<file path="config.mk">
export PLATFORM = sky130hd
export DESIGN_NAME = alu_muldiv
export DESIGN_NICKNAME = d
export VERILOG_FILES = /design/src/rtl/alu_muldiv.sv
export SDC_FILE = /design/constraint.sdc
export NUM_CORES = 2
export LEC_CHECK = 0
export BUFFER_PORTS_ARGS = -buffer_cell sky130_fd_sc_hd__buf_2
export CAP_MARGIN = 20
export CORE_UTILIZATION = 37
export DETAILED_ROUTE_END_ITERATION = 8
export SLEW_MARGIN = 30
export SYNTH_ARGS = -nofsm -noshare
export SYNTH_HDL_FRONTEND = slang
export SYNTH_SLANG_ARGS = --single-unit
</file>
<file path="constraint.sdc">
create_clock -name clk -period 6.9 [get_ports clk]
set_input_delay 1.38 -clock clk [delete_from_list [all_inputs] [get_ports clk]]
set_output_delay 1.38 -clock clk [all_outputs]
set_load 0.01 [all_outputs]
</file>
<file path="src/rtl/alu_muldiv.sv">
// Execute-stage ALU. Logic, shift and compare ops finish in one cycle. Multiply
// and divide are iterative, signed or unsigned, and write the HI/LO registers.
module alu_muldiv #(
  parameter int WIDTH = 32
) (
  input  logic             clk,
  input  logic             reset,
  input  logic             start,
  input  logic [4:0]       ALUCtrl,
  input  logic             Sign,
  input  logic [WIDTH-1:0] in1,
  input  logic [WIDTH-1:0] in2,
  output logic             ready,
  output logic             done,
  output logic [WIDTH-1:0] out,
  output logic             zero,
  output logic [WIDTH-1:0] hi,
  output logic [WIDTH-1:0] lo
);
  localparam int SW = $clog2(WIDTH);
  localparam int CW = $clog2(WIDTH + 1);

  localparam logic [4:0] OP_ADD  = 5'd0;
  localparam logic [4:0] OP_SUB  = 5'd1;
  localparam logic [4:0] OP_AND  = 5'd2;
  localparam logic [4:0] OP_OR   = 5'd3;
  localparam logic [4:0] OP_XOR  = 5'd4;
  localparam logic [4:0] OP_NOR  = 5'd5;
  localparam logic [4:0] OP_SL   = 5'd6;
  localparam logic [4:0] OP_SR   = 5'd7;
  localparam logic [4:0] OP_COMP = 5'd8;
  localparam logic [4:0] OP_MUL  = 5'd10;
  localparam logic [4:0] OP_DIV  = 5'd11;
  localparam logic [4:0] OP_MFHI = 5'd12;
  localparam logic [4:0] OP_MFLO = 5'd13;

  typedef enum logic [2:0] {S_IDLE, S_EXEC1, S_MUL, S_DIV, S_FIN} state_t;

  state_t             state_reg, state_next;
  logic [4:0]         op_reg;
  logic               sign_reg;
  logic [WIDTH-1:0]   a_reg, b_reg;
  logic [CW-1:0]      cnt_reg;
  logic [2*WIDTH-1:0] prod_reg;
  logic [WIDTH-1:0]   mcand_reg;
  logic [WIDTH-1:0]   out_reg, hi_reg, lo_reg;
  logic               zero_reg, done_reg;

  assign done = done_reg;
  assign out  = out_reg;
  assign zero = zero_reg;
  assign hi   = hi_reg;
  assign lo   = lo_reg;

  always_ff @(posedge clk) begin
    if (reset) state_reg <= S_IDLE;
    else       state_reg <= state_next;
  end

  always_comb begin
    state_next = state_reg;
    ready      = 1'b0;
    case (state_reg)
      S_IDLE: begin
        ready = 1'b1;
        if (start) begin
          if (ALUCtrl == OP_MUL)      state_next = S_MUL;
          else if (ALUCtrl == OP_DIV) state_next = S_DIV;
          else                        state_next = S_EXEC1;
        end
      end
      S_EXEC1:      state_next = S_IDLE;
      S_MUL, S_DIV: if (cnt_reg == CW'(WIDTH)) state_next = S_FIN;
      S_FIN:        state_next = S_IDLE;
      default:      state_next = S_IDLE;
    endcase
  end

  // Single-cycle result from the captured operands.
  logic [SW-1:0]    shamt;
  logic             less;
  logic [WIDTH-1:0] alu_res;
  assign shamt = a_reg[SW-1:0];
  assign less  = sign_reg ? ($signed(a_reg) < $signed(b_reg)) : (a_reg < b_reg);

  always_comb begin
    alu_res = '0;
    case (op_reg)
      OP_ADD:  alu_res = a_reg + b_reg;
      OP_SUB:  alu_res = a_reg - b_reg;
      OP_AND:  alu_res = a_reg & b_reg;
      OP_OR:   alu_res = a_reg | b_reg;
      OP_XOR:  alu_res = a_reg ^ b_reg;
      OP_NOR:  alu_res = ~(a_reg | b_reg);
      OP_SL:   alu_res = b_reg << shamt;
      OP_SR: begin
        if (sign_reg) alu_res = $signed(b_reg) >>> shamt;
        else          alu_res = b_reg >> shamt;
      end
      OP_COMP: alu_res = {{(WIDTH-1){1'b0}}, less};
      OP_MFHI: alu_res = hi_reg;
      OP_MFLO: alu_res = lo_reg;
      default: alu_res = '0;
    endcase
  end

  // Magnitudes, one iteration step of each algorithm, and sign fix-up.
  logic             a_neg, b_neg;
  logic [WIDTH-1:0] a_mag, b_mag;
  logic [WIDTH:0]   mul_sum, div_shift, div_diff;
  logic [2*WIDTH-1:0] mul_res;
  logic [WIDTH-1:0] fin_hi, fin_lo;

  assign a_neg     = sign_reg & a_reg[WIDTH-1];
  assign b_neg     = sign_reg & b_reg[WIDTH-1];
  assign a_mag     = a_neg ? -a_reg : a_reg;
  assign b_mag     = b_neg ? -b_reg : b_reg;
  assign mul_sum   = {1'b0, prod_reg[2*WIDTH-1:WIDTH]}
                   + ({(WIDTH+1){prod_reg[0]}} & {1'b0, mcand_reg});
  assign div_shift = prod_reg[2*WIDTH-1:WIDTH-1];
  assign div_diff  = div_shift - {1'b0, mcand_reg};
  assign mul_res   = (a_neg ^ b_neg) ? -prod_reg : prod_reg;

  always_comb begin
    fin_hi = mul_res[2*WIDTH-1:WIDTH];
    fin_lo = mul_res[WIDTH-1:0];
    if (op_reg == OP_DIV) begin
      if (b_reg == '0) begin
        fin_hi = a_reg;
        fin_lo = '1;
      end else begin
        fin_hi = a_neg ? -prod_reg[2*WIDTH-1:WIDTH] : prod_reg[2*WIDTH-1:WIDTH];
        fin_lo = (a_neg ^ b_neg) ? -prod_reg[WIDTH-1:0] : prod_reg[WIDTH-1:0];
      end
    end
  end

  always_ff @(posedge clk) begin
    if (reset) begin
      op_reg    <= '0;
      sign_reg  <= 1'b0;
      a_reg     <= '0;
      b_reg     <= '0;
      cnt_reg   <= '0;
      prod_reg  <= '0;
      mcand_reg <= '0;
      out_reg   <= '0;
      hi_reg    <= '0;
      lo_reg    <= '0;
      zero_reg  <= 1'b0;
      done_reg  <= 1'b0;
    end else begin
      done_reg <= 1'b0;
      case (state_reg)
        S_IDLE: begin
          if (start) begin
            op_reg   <= ALUCtrl;
            sign_reg <= Sign;
            a_reg    <= in1;
            b_reg    <= in2;
            cnt_reg  <= '0;
          end
        end
        S_EXEC1: begin
          out_reg  <= alu_res;
          zero_reg <= (op_reg == OP_SUB) && (alu_res == '0);
          done_reg <= 1'b1;
        end
        S_MUL, S_DIV: begin
          cnt_reg <= cnt_reg + CW'(1);
          // First cycle loads magnitudes; the following WIDTH cycles iterate.
          if (cnt_reg == '0) begin
            prod_reg  <= {{WIDTH{1'b0}}, (state_reg == S_MUL) ? b_mag : a_mag};
            mcand_reg <= (state_reg == S_MUL) ? a_mag : b_mag;
          end else if (state_reg == S_MUL) begin
            prod_reg <= {mul_sum, prod_reg[WIDTH-1:1]};
          end else begin
            prod_reg <= {div_diff[WIDTH] ? div_shift[WIDTH-1:0] : div_diff[WIDTH-1:0],
                         prod_reg[WIDTH-2:0], ~div_diff[WIDTH]};
          end
        end
        S_FIN: begin
          hi_reg   <= fin_hi;
          lo_reg   <= fin_lo;
          out_reg  <= fin_lo;
          zero_reg <= 1'b0;
          done_reg <= 1'b1;
        end
        default: ;
      endcase
    end
  end
endmodule

</file>
==> impl_metrics.tcl <==
set metrics [dict create \
    detail-route-antenna-nets 0 \
    routed_wirelength_mm 159 \
    cts_buf_count 36 \
    path_clk_slew_ps 60 \
    finalMaxSlewViolations 0 \
    fp.dieArea_sq_um 79100 \
    synth-warning-count 0 \
    synth_common_cells "537 x nand2_1, 406 x nor2_1, 404 x a21oi_1, 283 x clkbuf_1, 273 x dfxtp_1" \
    slew-limit-headroom_pct 13.1 \
    placed_cells 5034 \
    finalSetupTns_ps 0 \
    place.port_buffers 171 \
    critPathMaxFanout 45 \
    postPlaceCellArea_sq_um 30600 \
    post_synthesis_instance_area_sq_um 28900 \
    drv_cap 0 \
    synthesis.area_per_instance_sq_um 7.10 \
    synth_enable_flop_cells 0 \
    syn-num-nets 4305 \
    synth_sequential_area_ratio_pct 18.9 \
    finish.utilization_pct 41.3 \
    num_vias 34028 \
    wl_per_cell_microns 31.1 \
    switching_share_pct 38.8 \
    drt_first_pass_iters 7 \
    synth-main-ff-cell "dfxtp_1" \
    tritoncts "built" \
    yosys_register_bits 273 \
    netlist_top_cells_area "dfxtp_1 19%, ha_1 7.2%, a21oi_1 7.0%" \
    timing.critical_path.to_type "flip-flop" \
    boundaryPins 172 \
    placement_rows 102 \
    clock-root-buffer "clkbuf_16" \
    floorplan.initialDensity_pct 37.3 \
    max_clock_freq_mhz 187 \
    first_global_vias 30170 \
    cp.required_ps 7420 \
    outcome "finished, final reports clean" \
    worst_ir_drop_vdd_mv 0.143 \
    drive_above_1_share_pct 12.1 \
    drt_drc_violations_left 0 \
    clock_tree.buffer_depth 3 \
    global_route.usage.total_pct 38.9 \
    drt_iter0_markers 5476 \
    p_clk_share_pct 38.0 \
    finalCritPeriodShare_pct 77.4 \
    grt_setup_unrepaired "no" \
    dieHeight_microns 281 \
    finish.instance_area_sq_um 32000 \
    power_frac_seq_pct 30.8 \
    synthMostInstantiatedCell "nand2_1" \
    area_share_of_the_leading_cell_type_in_the_synthesized_netlist_pct 18.9 \
    synth.largest_area_cell "dfxtp_1" \
    num-fill-cells 8201 \
    htreeDepth 2 \
    gp_routability_congestion 1.15 \
    finalHoldViolCount 0 \
    seqCellArea_sq_um 5480 \
    timing.hold.ws_ps 456 \
    p_per_area_nw_per_um2 176 \
    arrival_ps 5860 \
    gr-total-overflow 0 \
    post-cts-setup-buffer-count 0 \
    hpwl_mm 121 \
    grt_antenna_before_repair 19 \
    critPathLaunchType "flip-flop" \
    postCtsHoldBufs 0 \
    layout.nets 4275 \
    syn_inst 4062 \
    syn2layout_area_growth_pct 10.7 \
    hold_depth 2 \
    cts_num_sinks 273 \
    grt_max_degree 176 \
    final_cell_count_no_fill 5103 \
    switching_power_w 0.00218 \
    clock_latency_on_the_worst_skew_pair_ps 620 \
    worstHoldPathType "flip-flop to flip-flop" \
    dr_vias_cell 6.67 \
    setup_viol_count_final 0 \
    yosys.cell_types.count 91 \
    multiInputGateArea_sq_um 21500 \
    critPathKind "flip-flop to flip-flop" \
    internal_power_w 0.00344 \
    largest_register_ffs 64 \
    coreArea_sq_um 77300 \
    synthArstFlopShare_pct 0 \
    combPwrFrac_pct 31.3 \
    dieWidth_microns 281 \
    cts-resized-gates 0 \
    post-route-min-period_ps 5340 \
    total_leakage_power_nw 12.3 \
    ff2ff_path_depth 13 \
    global_route_wire_length_before_repair_mm 223 \
    skew_ps 56.9 \
    tightest_slew_ps 1300 \
]
## area by class of cell
type                            instances  area share, %
Multi-Input combinational cell       3284           67.4
Clock buffer                           48           3.18
Clock inverter                         16          0.916
Inverter                              156           1.83
Timing Repair Buffer                  281           5.37
Tap cell                             1040           4.07
Sequential cell                       273           17.2
Antenna cell                            5         0.0392
## cells by family (layout without fill, tap and decap cells)
kind of cell / count (synthesis) / after routing / share of synthesized area, %
and+or+nand+nor: 1412 / 1412 / 22.0
AOI/OAI and AO/OA: 1330 / 1330 / 30.1
buffers and inverters: 505 / 501 / 6.80
DFF: 273 / 273 / 18.9
xor gates and xnor gates: 191 / 191 / 5.80
muxes: 181 / 181 / 8.87
adders and majority gates: 170 / 170 / 7.48
other: 0 / 5 / 0
## critical path, cell delays in order, from the launching register on
cell and delay [ps]:
dfxtp_4 760, ha_1 420, fa_1 310, a2111oi_0 130
o31a_1 350, nor4_1 600, nand4_1 320, nor4_1 520
nand4_1 190, or4_1 570, or4_1 580, nor4_2 200
nand4b_1 130, o21ai_1 140
## placed cells by master, fill, tap and decap left out, drive strengths merged, types with 19 or more instances in the layout
cell,instances
nand2,537
nor2,407
a21oi,404
buf,280
dfxtp,273
o21ai,255
ha,166
inv,155
xnor2,135
nor3,106
mux2i,100
a211oi,90
o211ai,88
nand3,84
mux4,57
a22oi,57
xor2,56
clkbuf,49
nand2b,48
a21o,46
nand4,41
a31oi,40
or3,31
nor4,30
o31ai,29
and3,26
a221oi,26
mux2,24
o22ai,23
nor2b,22
a2111oi,21
a311oi,21
o311ai,21
a211o,20
o21bai,19
and2,19
## final timing paths
path                     to  startpoint  slack [ps]
setup / recovery       zero    a_reg[0]        1560
hold / removal    b_reg[28]   b_reg[28]         460
setup reg to reg       zero    a_reg[0]        1560
hold reg to reg   b_reg[28]   b_reg[28]         460
## metrics by stage
step	setup WS, ps	total power, W
2_1_floorplan	1990	0.00276
3_3_place_gp	1620	0.00343
3_5_place_dp	1620	0.00342
4_1_cts	1590	0.00554
5_1_grt	1280	0.00575
6_report	1560	0.00562
## per-layer routing
metal / vias up / part of all wire [%] / track usage (%)
li1: 14797 / - / -
met1: 16115 / 40 / 51.8
met2: 2534 / 39 / 53.7
met3: 570 / 14 / 12.5
met4: 12 / 7.3 / 23.7
met5: - / 0.078 / 0
## power by group through the flow
stage                     registers, W  clock network [W]  logic, W
after floorplan                0.00170                  0   0.00106
after global placement         0.00176                  0   0.00167
after detailed placement       0.00176                  0   0.00166
after CTS                      0.00172            0.00215   0.00167
after global routing           0.00173            0.00220   0.00181
final                          0.00173            0.00213   0.00176
Note: power is estimated with default switching activity, not from simulation.
